`config.mk`:
```
export PLATFORM = sky130hd
export DESIGN_NAME = universal_shift_register
export DESIGN_NICKNAME = d
export VERILOG_FILES = /design/src/rtl/usr_pkg.sv /design/src/rtl/usr_shift_counter.sv /design/src/rtl/universal_shift_register.sv
export SDC_FILE = /design/constraint.sdc
export NUM_CORES = 1
export LEC_CHECK = 0
export CAP_MARGIN = 20
export CORE_MARGIN = 2
export CORE_UTILIZATION = 39
export CTS_BUF_LIST = sky130_fd_sc_hd__clkbuf_16
export CTS_CLUSTER_DIAMETER = 40
export DETAILED_ROUTE_END_ITERATION = 12
export PLACE_DENSITY = 0.73
export SYNTH_ARGS = -nofsm -noshare
export SYNTH_HDL_FRONTEND = slang
export SYNTH_HIERARCHICAL = 1
export SYNTH_SLANG_ARGS = --single-unit
export TNS_END_PERCENT = 100
```
`constraint.sdc`:
```
create_clock -name clk -period 1.3 [get_ports clk]
set_input_delay 0.26 -clock clk [delete_from_list [all_inputs] [get_ports clk]]
set_output_delay 0.26 -clock clk [all_outputs]
set_load 0.01 [all_outputs]
```
`src/rtl/usr_pkg.sv`:
```
// usr_pkg -- shared definitions for the universal shift register.
// Holds the 2-bit mode encoding and small helpers used by the top module.
// Optional feature macro used by the design: USR_ROTATE_EN (rotate port).
package usr_pkg;

   // Operating modes selected by the 2-bit mode input
   typedef enum logic [1:0] {
      USR_HOLD = 2'b00,
      USR_SHR  = 2'b01,
      USR_SHL  = 2'b10,
      USR_LOAD = 2'b11
   } usr_mode_e;

   // Raw encodings, for code that works on plain 2-bit vectors
   localparam logic [1:0] USR_HOLD_C = 2'b00;
   localparam logic [1:0] USR_SHR_C  = 2'b01;
   localparam logic [1:0] USR_SHL_C  = 2'b10;
   localparam logic [1:0] USR_LOAD_C = 2'b11;

   // True for the two modes that move data and advance the shift counter
   function automatic logic usr_is_shift(input usr_mode_e m);
      return (m == USR_SHR) || (m == USR_SHL);
   endfunction

endpackage : usr_pkg

```
`src/rtl/usr_shift_counter.sv`:
```
// usr_shift_counter -- saturating up-counter with synchronous clear.
// Counts inc pulses from 0 up to MAX and then sticks; full flags count == MAX.
// clear has priority over inc. rst is asynchronous, active-high.
module usr_shift_counter #(
   parameter int MAX = 8,
   localparam int CW = $clog2(MAX + 1)
) (
   input  logic          clk,
   input  logic          rst,
   input  logic          clear,
   input  logic          inc,
   output logic [CW-1:0] count,
   output logic          full
);

   localparam logic [CW-1:0] MAX_C = CW'(MAX);

   logic [CW-1:0] count_q;
   logic [CW-1:0] count_d;
   logic          full_w;

   assign full_w = (count_q == MAX_C);

   // Next count: clear wins, otherwise step until saturation
   always_comb begin
      count_d = count_q;
      if (clear) begin
         count_d = '0;
      end else if (inc && !full_w) begin
         count_d = count_q + CW'(1);
      end
   end

   // Counter register, cleared immediately by reset
   always_ff @(posedge clk or posedge rst) begin
      if (rst) begin
         count_q <= '0;
      end else begin
         count_q <= count_d;
      end
   end

   assign count = count_q;
   assign full  = full_w;

endmodule : usr_shift_counter

```
`src/rtl/universal_shift_register.sv`:
```
// universal_shift_register -- hold / shift right / shift left / parallel load.
// The datapath (register contents and serial output) lives here; the
// saturating shift counter is delegated to usr_shift_counter.
// Optional feature: define USR_ROTATE_EN to add the rotate input, which feeds
// the shifted-out bit back into the vacated end instead of serialIn.
module universal_shift_register
   import usr_pkg::*;
#(
   parameter int WIDTH = 8,
   localparam int CW = $clog2(WIDTH + 1)
) (
   input  logic             clk,
   input  logic             reset,
   input  logic             enable,
   input  logic [1:0]       mode,
   input  logic [WIDTH-1:0] parallelIn,
   input  logic             serialIn,
`ifdef USR_ROTATE_EN
   input  logic             rotate,
`endif
   output logic             serialOut,
   output logic [WIDTH-1:0] state,
   output logic [CW-1:0]    shiftCount,
   output logic             done
);

   usr_mode_e        mode_w;
   logic [WIDTH-1:0] state_q;
   logic [WIDTH-1:0] state_d;
   logic             sout_q;
   logic             sout_d;
   logic             fill_shr_w;
   logic             fill_shl_w;
   logic             cnt_clear_w;
   logic             cnt_inc_w;
   logic             cnt_full_w;

   assign mode_w = usr_mode_e'(mode);

   // Bit entering the vacated end: serialIn, or the outgoing bit when rotating
`ifdef USR_ROTATE_EN
   assign fill_shr_w = rotate ? state_q[0]       : serialIn;
   assign fill_shl_w = rotate ? state_q[WIDTH-1] : serialIn;
`else
   assign fill_shr_w = serialIn;
   assign fill_shl_w = serialIn;
`endif

   // Next register contents and serial output for the selected mode
   always_comb begin
      state_d = state_q;
      sout_d  = sout_q;
      if (enable) begin
         case (mode_w)
            USR_SHR: begin
               state_d = {fill_shr_w, state_q[WIDTH-1:1]};
               sout_d  = state_q[0];
            end
            USR_SHL: begin
               state_d = {state_q[WIDTH-2:0], fill_shl_w};
               sout_d  = state_q[WIDTH-1];
            end
            USR_LOAD: begin
               state_d = parallelIn;
               sout_d  = 1'b0;
            end
            default: begin
               state_d = state_q;
               sout_d  = sout_q;
            end
         endcase
      end
   end

   // Data and serial-out registers; reset clears them immediately
   always_ff @(posedge clk or posedge reset) begin
      if (reset) begin
         state_q <= '0;
         sout_q  <= 1'b0;
      end else begin
         state_q <= state_d;
         sout_q  <= sout_d;
      end
   end

   // Counter control: loads restart the count, shifts advance it
   always_comb begin
      cnt_clear_w = enable && (mode_w == USR_LOAD);
      cnt_inc_w   = enable && usr_is_shift(mode_w);
   end

   usr_shift_counter #(
      .MAX (WIDTH)
   ) u_shift_counter (
      .clk   (clk),
      .rst   (reset),
      .clear (cnt_clear_w),
      .inc   (cnt_inc_w),
      .count (shiftCount),
      .full  (cnt_full_w)
   );

   assign state     = state_q;
   assign serialOut = sout_q;
   assign done      = cnt_full_w;

endmodule : universal_shift_register

```
; ---- Yosys cells after proc, flatten, opt, wreduce, memory -nomap -nowiden
; Index checks and enable logic that the tools add are counted.
[op_classes]
n_eq_ne = 4
addsub = 1
n_mux = 4
reduce_logical = 8
[op_table]
columns = op, count
row1 = case mux 8 bit (3 select lines), 1
row2 = 2-to-1 mux 4 bit, 2
row3 = "adder 4 x 1 -> 4 bit, second input constant", 1
row4 = "equality test 2 bit, second input constant", 2
row5 = "equality test 4 bit, second input constant", 1
row6 = logical AND 1 bit, 3
row7 = case mux 1 bit (3 select lines), 1
row8 = nonzero test 3 bit, 1
row9 = "equality test 2 x 1 -> 1 bit, second input constant", 1
row10 = AND reduction 2 bit, 1
row11 = nonzero test 2 bit, 1
row12 = zero test 1 bit, 1
row13 = logical OR 1 bit, 1
[totals]
wordCells = 20
out_inout_bits = 14
input_bits = 14
reg_bits = 13

; ---- Depth between registers and ports, before layout
[logic_depth]
ltp_word = 6
ltp_mapped = 7
depth_no_buf = 6

; ---- Cells and area by module
; The synthesis kept the hierarchy.
[by_module_without_submodules]
columns = module, cells_each, seq_area_each_um2, area_per_inst_um2, instances
row1 = universal_shift_register, 59, 225.2, 550.5, 1
row2 = usr_shift_counter, 25, 100.1, 236.5, 1

; ---- Worst setup path before layout
; OpenSTA, ideal clock, no wires.
[synth_timing]
path_kind = register -> register
startpoint = reg u_shift_counter.count_q[0], in the netlist u_shift_counter/count[0]
endpoint = reg u_shift_counter.count_q[0], in the netlist u_shift_counter/count[0]
required_time_ns = 1.175
setup_ns = 0.125
stages_incl_launch_ff = 6
path_buffers = 0
synth_period_minus_slack_ns = 1.340
arrival_ns = 1.215
setup_slack_ns = -0.040
path_cell_list = dfrtp_1 > inv_1 > ha_1 > nand2_1 > o21a_1 > mux2_4
[synth_via]
elab_chain_len = 4
word_cells_on_any_way = 7
cone_classes = add/sub (1) / eq/ne (1) / mux (2) / reduce/logical (3)
[synth_rtl]
columns = element, line
row1 = start: declaration, usr_shift_counter.sv:18  ; logic [CW-1:0] count_q;
row2 = start signal: assignment, usr_shift_counter.sv:39  ; count_q <= count_d;
row3 = "parallel branches: the longest is 4 deep, another holds adder 4 x 1 -> 4 bit", n/a
; Parallel ways; which one is timed is not known. The select of a mux whose other input is x is not followed.
; A chain may end at the register's enable or synchronous reset.

; ---- Final worst setup path
; Ends and elaborated chain as after synthesis.

==> metrics <==
status=finished with violations; failing checks=negative setup slack; remaining global-route overflow=0; share of layout cells above drive strength 1=between 20 and 30%; IO Port Bufs=27; GRT met2 Usage=33.8%; TritonCTS Buffers=3; I/O pins=28; grt peak-use layer=met2; clk_skew=0.791 ps; die height=48.9 um; Async SR Flop Fraction=100%; pwr dens=1530 mW/mm^2; drt wl/cell=13.9 um; YS warnings=6; critical-path cell list=inv_2, ha_4, nand2_4, buf_6, o21a_4, mux2_4; CP Buf/Inv Count=2; antenna violations before repair=0; clock root buffer=clkbuf_16; RSZ-0062 raised after global routing=true; crit path capture type=flop; MaxCap Viol Count=0; global-route usage over all layers=18.9%; Max Clk Rate=about 0.72 GHz; Post-DP HPWL=1.42 mm; Final Setup Violations=3; Antenna Violating Nets Remaining=0; most frequent cells in the layout=dfrtp_1 (13), nand2_1 (11), clkdlybuf4s50_1 (10), dlygate4sd2_1 (10); Synth Flop Type=dfrtp_1; drt total wl=2.10 mm; Reg2Reg Setup Slack=-90 ps; vias in the first global route=753; Worst-Margin Slew=356 ps; fin util=65.6%; Mapped Nets=103; maximum vdd drop=1.05 mV; CTS sink count=13; nets@finish=144; CTS tree=yes; die outline width=~49 um; clock buffer depth=2; sequential fraction of the synthesis area=41.3%; DR vias=757; n_diodes=0; Slew Limit Fails=0; Layout area overhead=61.8%; PnR worst setup slack=-95.0 ps; startpoint types=flop; maximum fanout along the worst path=2; crit-path leading delay family=flip-flops; Initial Util=40.5%; Max H-tree Level=1; FF+latch count, synth=13; Die ar.=~0.0024 mm^2; min cycle time layout=~1400 ps; row count=16; Via-to-Cell Ratio=5.01; Mean Syn Cell Area=9.37 um^2; largest net degree at the start of global routing=19; unique cell type count in the Yosys netlist=19; clock latency on the worst-skew pair=~240 ps; Post-synth EDFFs=0; drt pass-1 iters=4; CP max stage cell=dfrtp_1; path type of the worst setup path=flop to flop; synthesized area=787 um^2; Final Cycle Share=107%; Critical Path AT=1510 ps; met3 Usage GRT=3.99%; most common cell after layout, fill and taps aside=dfrtp_1; Syn Inst Count=84; Placement Setup Slack=-589 ps; Worst-path clk slew=about 50 ps; DRT iter0 DRCs=14; Hold Crit Class=primary input to async pin; Residual DRC=0; global-route wire length before repair=3.58 mm; fill cell count=182; CP max stage delay=400 ps; core box area=0.00194 mm^2; leak pwr=0.632 nW; Worst EP required=around 1400 ps; Hold Fails Final Rpt=0; Slew headroom=roughly 76%; met1 usage=23.0%; Final Wtd Congestion=0.731
## worst paths after layout
path	from	end	cells past startpoint
setup / recovery	u_shift_counter/count[0]	u_shift_counter/count[0]	6
hold / removal	reset	u_shift_counter/count[1]	2
setup reg to reg	u_shift_counter/count[0]	u_shift_counter/count[0]	6
hold reg to reg	serialOut	serialOut	2
max in group asynchronous	reset	state[6]	2
min in group clk	serialOut	serialOut	2
## cell usage after synthesis (2+ instances only)
cell type  count  share of area [%]
dfrtp_1       13                 41
nand2_1       12                5.7
a21oi_1       10                6.4
o21ai_1        9                5.7
a22o_1         8                8.9
inv_1          6                2.9
ha_1           5                7.9
buf_6          4                5.7
nor2_1         4                1.9
nand2b_1       3                2.4
and2_1         2                1.6
## stage by stage
step           total power [mW]  setup TNS [ps]  area [um^2]  hold WS [ps]  instances
6_report                   1.95            -155         1270           245        151
2_1_floorplan             0.900           -39.8          787          26.1         84
5_1_grt                    2.06            -338         1270           300        151
3_3_place_gp               1.30           -6270         1140           470        145
4_1_cts                    1.85            -316         1220           256        150
3_5_place_dp               1.31           -6670         1140           477        145
## what timing repair did
item	4_1_cts	5_1_grt
endpoints found under the setup margin	27	15
resized for setup	24	21
hold buffers	0	0
buffers inserted	1	2
hold endpoints to repair	0	0
pin swaps	1	6
cloned	0	0
## report_power, final
group / leakage (nW) / internal [mW] / total [mW] / switching [mW]
clock network: 0.0423 / 0.406 / 0.580 / 0.173
logic: 0.422 / 0.424 / 0.784 / 0.360
registers: 0.168 / 0.503 / 0.585 / 0.0818
## cells by family after synthesis
group	synth area share (%)
fa+ha+maj	7.95
simple gates	15.9
mux	3.18
compound gates	21.9
flops	41.3
xor+xnor	1.11
buf+inv	8.58
## state kept, by name, indices dropped and copies added (netlist names)
name / count
state: 8
u_shift_counter/count: 4
serialOut: 1
## final cells by class
type                            instances  area, um^2  area share, %
Clock inverter                          1        3.75          0.295
Tap cell                               27        33.8           2.65
Inverter                                6        22.5           1.77
Multi-Input combinational cell         61         452           35.5
Timing Repair Buffer                   40         362           28.4
Sequential cell                        13         325           25.5
Clock buffer                            3        75.1           5.89
## metal layers
metal / vias to the layer above / share of wire, %
met5: - / 0
met4: 0 / 1.1
met3: 2 / 4.6
met2: 25 / 53
met1: 357 / 41
li1: 373 / -
## worst register-to-register path: stages, from the launching register on
cell and delay, ps:
dfrtp_1 400, inv_2 80, ha_4 130, nand2_4 40
buf_6 110, o21a_4 210, mux2_4 300
No activity file was read; power rests on OpenSTA's default activity.
